--- src/rtl/sv_dsp_pkg.sv ---
// Shared DSP definitions: window FSM encoding, accumulator width and the
// round-half-up arithmetic shift used by the mean extraction and mean removal stages.
package sv_dsp_pkg;

   typedef enum logic [1:0] {
      ST_CLEAR = 2'd0,
      ST_FILL  = 2'd1,
      ST_RUN   = 2'd2
   } dsp_state_e;

   // Widest accumulator any caller may pass in (64-bit samples, 1024-deep window).
   localparam int MAX_ACC_W = 74;

   function automatic int acc_w(input int q_in, input int log2_m);
      return q_in + log2_m;
   endfunction

   // (v + 2**(sh-1)) >>> sh; the caller sign-extends into, and truncates out of, MAX_ACC_W.
   function automatic logic signed [MAX_ACC_W-1:0] round_half_up_shift(
      input logic signed [MAX_ACC_W-1:0] v,
      input int unsigned                 sh
   );
      logic signed [MAX_ACC_W-1:0] half;
      half = MAX_ACC_W'(1) << (sh - 1);
      return (v + half) >>> sh;
   endfunction

endpackage

--- src/rtl/window_ram_sp.sv ---
// M x Q_in window store: one synchronous write port, one asynchronous read port.
module window_ram_sp #(
   parameter int ADDR_W = 5,
   parameter int DATA_W = 32
) (
   input  logic              clock,
   input  logic              we_i,
   input  logic [ADDR_W-1:0] waddr_i,
   input  logic [DATA_W-1:0] wdata_i,
   input  logic [ADDR_W-1:0] raddr_i,
   output logic [DATA_W-1:0] rdata_o
);

   logic [DATA_W-1:0] mem_q [2**ADDR_W];

   always_ff @(posedge clock) begin
      if (we_i) mem_q[waddr_i] <= wdata_i;
   end

   assign rdata_o = mem_q[raddr_i];

endmodule

--- src/rtl/moving_mean_extractor_pipelined.sv ---
// Sliding-window running mean of the last 2**LOG2_M samples, three-stage pipeline,
// with a CLEAR/FILL/RUN control FSM.
module moving_mean_extractor_pipelined
   import sv_dsp_pkg::*;
#(
   parameter int LOG2_M = 5,
   parameter int Q_in   = 32
) (
   input  logic                   clock,
   input  logic                   reset,
   input  logic                   restart,
   input  logic signed [Q_in-1:0] data_in,
   input  logic                   data_in_valid,
   output logic signed [Q_in-1:0] data_out,
   output logic                   data_out_valid,
   output logic                   window_full,
   output logic                   busy,
   output dsp_state_e             state_dbg
);

   localparam int M     = 2**LOG2_M;
   localparam int ACC_W = acc_w(Q_in, LOG2_M);
   localparam logic [LOG2_M-1:0] ADDR_LAST = LOG2_M'(M - 1);

   dsp_state_e               state_q, state_d;
   logic [LOG2_M-1:0]        clr_addr_q, clr_addr_d;
   logic [LOG2_M-1:0]        idx_q, idx_d;
   logic [LOG2_M-1:0]        fill_cnt_q, fill_cnt_d;
   logic                     s1_valid_q, s1_valid_d;
   logic                     s1_emit_q, s1_emit_d;
   logic signed [Q_in-1:0]   s1_data_q, s1_data_d;
   logic signed [Q_in-1:0]   s1_old_q, s1_old_d;
   logic [LOG2_M-1:0]        s1_idx_q, s1_idx_d;
   logic signed [ACC_W-1:0]  acc_q, acc_d;
   logic                     s2_valid_q, s2_valid_d;
   logic signed [Q_in-1:0]   dout_q, dout_d;
   logic                     dout_valid_q, dout_valid_d;

   logic                     accept;
   logic                     ram_we;
   logic [LOG2_M-1:0]        ram_waddr;
   logic [Q_in-1:0]          ram_wdata;
   logic [Q_in-1:0]          ram_rdata;

   // Handshake: data_in is taken on any clock with data_in_valid high, restart low and the
   // FSM out of CLEAR; there is no ready, and data_out_valid is a one-cycle, unstallable strobe.
   assign accept = data_in_valid && !restart && (state_q != ST_CLEAR);

   assign ram_we    = (state_q == ST_CLEAR) || s1_valid_q;
   assign ram_waddr = (state_q == ST_CLEAR) ? clr_addr_q : s1_idx_q;
   assign ram_wdata = (state_q == ST_CLEAR) ? '0 : s1_data_q;

   window_ram_sp #(
      .ADDR_W (LOG2_M),
      .DATA_W (Q_in)
   ) u_ram (
      .clock   (clock),
      .we_i    (ram_we),
      .waddr_i (ram_waddr),
      .wdata_i (ram_wdata),
      .raddr_i (idx_q),
      .rdata_o (ram_rdata)
   );

   always_comb begin
      state_d      = state_q;
      clr_addr_d   = clr_addr_q;
      idx_d        = idx_q;
      fill_cnt_d   = fill_cnt_q;
      s1_valid_d   = 1'b0;
      s1_emit_d    = 1'b0;
      s1_data_d    = s1_data_q;
      s1_old_d     = s1_old_q;
      s1_idx_d     = s1_idx_q;
      acc_d        = acc_q;
      s2_valid_d   = 1'b0;
      dout_d       = dout_q;
      dout_valid_d = 1'b0;

      case (state_q)
         ST_CLEAR: begin
            clr_addr_d = clr_addr_q + 1'b1;
            if (clr_addr_q == ADDR_LAST) state_d = ST_FILL;
         end
         ST_FILL: begin
            if (accept) begin
               fill_cnt_d = fill_cnt_q + 1'b1;
               if (fill_cnt_q == ADDR_LAST) state_d = ST_RUN;
            end
         end
         ST_RUN:  state_d = ST_RUN;
         default: state_d = ST_CLEAR;
      endcase

      // S1: capture sample and the value it evicts from the window.
      if (accept) begin
         s1_valid_d = 1'b1;
         s1_emit_d  = (state_q == ST_RUN) || (fill_cnt_q == ADDR_LAST);
         s1_data_d  = data_in;
         s1_old_d   = signed'(ram_rdata);
         s1_idx_d   = idx_q;
         idx_d      = idx_q + 1'b1;
      end

      // S2: write back and update the running sum.
      if (s1_valid_q) begin
         acc_d      = acc_q + ACC_W'(s1_data_q) - ACC_W'(s1_old_q);
         s2_valid_d = s1_emit_q;
      end

      // S3: scale the sum to a mean.
      if (s2_valid_q) begin
         dout_d       = Q_in'(round_half_up_shift(MAX_ACC_W'(acc_q), LOG2_M));
         dout_valid_d = 1'b1;
      end

      if (restart) begin
         state_d      = ST_CLEAR;
         clr_addr_d   = '0;
         idx_d        = '0;
         fill_cnt_d   = '0;
         acc_d        = '0;
         s1_valid_d   = 1'b0;
         s2_valid_d   = 1'b0;
         dout_valid_d = 1'b0;
      end
   end

   always_ff @(posedge clock or negedge reset) begin
      if (!reset) begin
         state_q      <= ST_CLEAR;
         clr_addr_q   <= '0;
         idx_q        <= '0;
         fill_cnt_q   <= '0;
         s1_valid_q   <= 1'b0;
         s1_emit_q    <= 1'b0;
         s1_data_q    <= '0;
         s1_old_q     <= '0;
         s1_idx_q     <= '0;
         acc_q        <= '0;
         s2_valid_q   <= 1'b0;
         dout_q       <= '0;
         dout_valid_q <= 1'b0;
      end else begin
         state_q      <= state_d;
         clr_addr_q   <= clr_addr_d;
         idx_q        <= idx_d;
         fill_cnt_q   <= fill_cnt_d;
         s1_valid_q   <= s1_valid_d;
         s1_emit_q    <= s1_emit_d;
         s1_data_q    <= s1_data_d;
         s1_old_q     <= s1_old_d;
         s1_idx_q     <= s1_idx_d;
         acc_q        <= acc_d;
         s2_valid_q   <= s2_valid_d;
         dout_q       <= dout_d;
         dout_valid_q <= dout_valid_d;
      end
   end

   assign data_out       = dout_q;
   assign data_out_valid = dout_valid_q;
   assign window_full    = (state_q == ST_RUN);
   assign busy           = (state_q == ST_CLEAR);
   assign state_dbg      = state_q;

endmodule

--- config.mk ---
export PLATFORM = sky130hd
export DESIGN_NAME = moving_mean_extractor_pipelined
export DESIGN_NICKNAME = d
export VERILOG_FILES = /design/src/rtl/sv_dsp_pkg.sv /design/src/rtl/window_ram_sp.sv /design/src/rtl/moving_mean_extractor_pipelined.sv
export SDC_FILE = /design/constraint.sdc
export NUM_CORES = 2
export LEC_CHECK = 0
export BUFFER_PORTS_ARGS = -buffer_cell sky130_fd_sc_hd__buf_2
export CAP_MARGIN = 20
export CORE_ASPECT_RATIO = 0.75
export CORE_MARGIN = 8
export CORE_UTILIZATION = 49
export CTS_BUF_LIST = sky130_fd_sc_hd__clkbuf_2
export CTS_CLUSTER_DIAMETER = 100
export DETAILED_ROUTE_END_ITERATION = 8
export GPL_TIMING_DRIVEN = 0
export PLACE_DENSITY = 0.63
export SYNTH_ARGS = -nofsm -noshare
export SYNTH_HDL_FRONTEND = slang
export SYNTH_SLANG_ARGS = --single-unit
--- constraint.sdc ---
create_clock -name clock -period 3.7 [get_ports clock]
set_clock_uncertainty 0.2 [all_clocks]
set_input_delay 0.74 -clock clock [delete_from_list [all_inputs] [get_ports clock]]
set_output_delay 0.74 -clock clock [all_outputs]
set_load 0.01 [all_outputs]
==> flow_summary.json <==
{
  "status": "finished with violations",
  "violations": "setup timing",
  "gr-total-overflow": 0,
  "io_buffers": 72,
  "seqPwrFrac_pct": 56.6,
  "cts_max_level": 5,
  "finalNonFillerCells": 5222,
  "avgViaCountPerCell": 6.03,
  "area_growth_pct": 15.9,
  "drt_first_iter_violations": 4131,
  "hp-class": "in2reg",
  "grt_pass1_vias": 30900,
  "power.combinational.fraction_pct": 11.5,
  "tightest_slew_ns": 1.14,
  "leakage_nw": 20.1,
  "dieArea_mm2": 0.111,
  "hpwl_um": 99800,
  "ant_nets": 0,
  "cts_tree": "yes",
  "final_util_pct": 56.9,
  "maxCapViolations": 0,
  "fmax_mhz": 257,
  "relSlewSlack_pct": 24.2,
  "clk_pin_slew_ns": 0.12,
  "grt_use_total_pct": 25.8,
  "cts_root_buf": "clkbuf_2",
  "drc": 0,
  "fp.dieW_um": 383,
  "rsz0062_at_grt": "yes",
  "fin_nets": 3798,
  "fillers": 8032,
  "powerDensity_mw_per_mm2": 451,
  "drt_first_pass_iters": 9,
  "syn-cell-area_mm2": 0.0494,
  "globalplace.congestion": 0.912,
  "wl_per_cell_um": 28.0,
  "cp-start-kind": "register",
  "reg2reg_depth": 12,
  "yosys_warnings": 0,
  "mostFrequentLayoutCell": "edfxtp_1",
  "switching_share_pct": 27.4,
  "vias": 31500,
  "cp_max_fo": 5,
  "p_total_mw": 25.8,
  "timing.final.crit_share_pct": 105,
  "fin_area_mm2": 0.0572,
  "placed_area_mm2": 0.0530,
  "clock_latency_ns": 1.57,
  "holdWs_ns": 0.269,
  "drv_slew": 0,
  "fin_crit_ns": 3.89,
  "num_rows": 101,
  "grt_max_degree": 108,
  "ys_seq_area_share_pct": 70.4,
  "die_h_um": 291,
  "wl_um": 146000,
  "ioPinCount": 73,
  "critPathKind": "reg2reg",
  "vdd_drop_max_v": 0.000329,
  "syn_area_per_cell_um2": 15.9,
  "dp.cells": 4591,
  "p_int_mw": 18.7,
  "crit_required_ns": 4.85,
  "clockPowerShare_pct": 31.9,
  "synth_nets": 3232,
  "synth_seq_cells": 1183,
  "p_switching_mw": 7.08,
  "crit_arrival_ns": 5.05,
  "antenna_found_initial": 3,
  "timing.final.ws_setup_ns": -0.194,
  "end_kind": "register",
  "postSynth.asyncResetShare_pct": 13.4,
  "synth_cell_types": 73,
  "synthFlopType": "edfxtp_1",
  "drive_above_1_share_pct": 27.3,
  "synth-edff-count": 1024,
  "netlist_instances": 3113,
  "cts_made_buffers": 293,
  "layout_common_cells": "1024 x edfxtp_1, 446 x clkbuf_2, 245 x a21oi_1",
  "start_util_pct": 49.1,
  "cts_sinks": 1183,
  "finalSetupViolCount": 10,
  "grt_first_pass_wirelength_um": 210000,
  "tns_ns": -1.11,
  "finalHoldViolCount": 0,
  "cts_buffer_depth": 4,
  "hold_depth": 5,
  "dp_slack_ns": -0.735,
  "coreArea_mm2": 0.101
}
==> power groups by stage <==
stage | combinational, mW | clock [mW] | sequential, mW
CTS | 2.64 | 8.38 | 14.6
detailed placement | 2.34 | 0 | 14.9
global placement | 2.27 | 0 | 14.9
finish | 2.96 | 8.23 | 14.6
global route | 3.15 | 8.97 | 14.6
floorplan | 1.50 | 0 | 14.9
==> metal layers <==
layer / routed length (µm) / vias to the layer above / global-route usage (%)
li1: - / 13300 / -
met1: 64800 / 16000 / 40.5
met2: 59700 / 1980 / 34.5
met3: 18000 / 238 / 7.47
met4: 3590 / 0 / 7.94
met5: 0 / - / 0
==> cells in the mapped netlist, types with 5 or more instances <==
library cell | n | area share (%)
edfxtp_1 | 1024 | 62
a21oi_1 | 253 | 2.6
mux2i_1 | 210 | 4.3
nor2_1 | 194 | 1.5
dfrtp_1 | 159 | 8.1
o21ai_0 | 148 | 1.5
inv_1 | 147 | 1.1
mux4_2 | 128 | 5.8
nand2_1 | 127 | 0.97
clkbuf_1 | 117 | 0.89
mux2_2 | 73 | 1.7
ha_1 | 47 | 1.2
xnor2_1 | 46 | 0.82
buf_2 | 39 | 0.40
fa_1 | 36 | 1.5
o22ai_1 | 34 | 0.43
a221oi_1 | 33 | 0.59
a22oi_1 | 33 | 0.50
o221ai_1 | 33 | 0.59
nand3_1 | 24 | 0.24
xor2_1 | 16 | 0.28
nor3_1 | 15 | 0.15
a21o_1 | 12 | 0.18
a31oi_1 | 11 | 0.14
nand2b_1 | 11 | 0.14
nand4_1 | 11 | 0.14
a211oi_1 | 9 | 0.14
nor2b_1 | 9 | 0.11
buf_1 | 7 | 0.053
nand4b_1 | 7 | 0.12
and3_1 | 6 | 0.076
o21bai_1 | 6 | 0.091
or3_1 | 6 | 0.076
or4_1 | 6 | 0.091
and2_1 | 5 | 0.063
o311ai_0 | 5 | 0.089
==> timing repair <==
| action | in CTS | in global routing |
|---|---|---|
| pin swaps | 26 | 29 |
| endpoints found under the hold margin | 217 | 0 |
| endpoints found under the setup margin | 638 | 100 |
| setup buffers | 32 | 32 |
| hold buffers | 71 | 0 |
| gates resized for setup | 62 | 65 |
| cloned | 1 | 0 |
==> sequential cells by signal, indices dropped and copies added (netlist names) <==
name,count
u_ram.mem_q,1024
acc_q,37
data_out,32
s1_data_q,32
s1_old_q,32
clr_addr_q,5
fill_cnt_q,5
idx_q,5
s1_idx_q,5
state_dbg,2
data_out_valid,1
s1_emit_q,1
s1_valid_q,1
s2_valid_q,1
==> kinds of logic (layout without fill, tap and decap cells) <==
| group | after synthesis | after routing | synth area share, % |
|---|---|---|---|
| buffers and inverters | 313 | 1075 | 2.50 |
| AND/OR/NAND/NOR | 439 | 440 | 4.00 |
| XOR/XNOR | 62 | 62 | 1.10 |
| AO/OA/AOI/OAI | 621 | 621 | 7.61 |
| other | 0 | 7 | 0 |
| adder cells (fa/ha/maj) | 83 | 83 | 2.65 |
| flip-flops | 1183 | 1183 | 70.4 |
| multiplexers | 412 | 412 | 11.8 |
==> worst max-delay path, stage by stage (launching register included) <==
cell	delay, ns
dfrtp_1	0.45
fa_1	0.52
inv_1	0.04
ha_1	0.32
a21o_1	0.22
a221o_2	0.42
o211ai_4	0.34
o21ai_4	0.09
buf_12	0.16
a211o_4	0.39
a311oi_2	0.23
or4_1	0.15
o311ai_1	0.11
==> area by class of cell <==
cell class                 instances  area (µm²)  share of cell area, %
sequential                      1183       34700                   60.7
multi-input combinational       1618       14100                   24.7
timing repair buffer             277        3040                   5.30
clock buffer                     433        2170                   3.79
tap                             1339        1680                   2.93
buffer                           159         698                   1.22
inverter                         147         552                  0.964
clock inverter                    59         229                  0.400
antenna                            7        17.5                 0.0306
==> worst paths after layout <==
check | start | end | slack, ns
setup / recovery | s1_old_q[2]$_DFFE_PN0P_ | acc_q[30]$_DFFE_PN0P_ | -0.19
hold / removal | data_in[31] | s1_data_q[31]$_DFFE_PN0P_ | 0.27
setup reg to reg | s1_old_q[2]$_DFFE_PN0P_ | acc_q[30]$_DFFE_PN0P_ | -0.19
hold reg to reg | s1_emit_q$_DFF_PN0_ | s2_valid_q$_DFF_PN0_ | 0.29
max in group asynchronous | reset | acc_q[11]$_DFFE_PN0P_ | 1.70
min in group asynchronous | reset | acc_q[32]$_DFFE_PN0P_ | 0.63
Note: power is estimated with default switching activity, not from simulation.
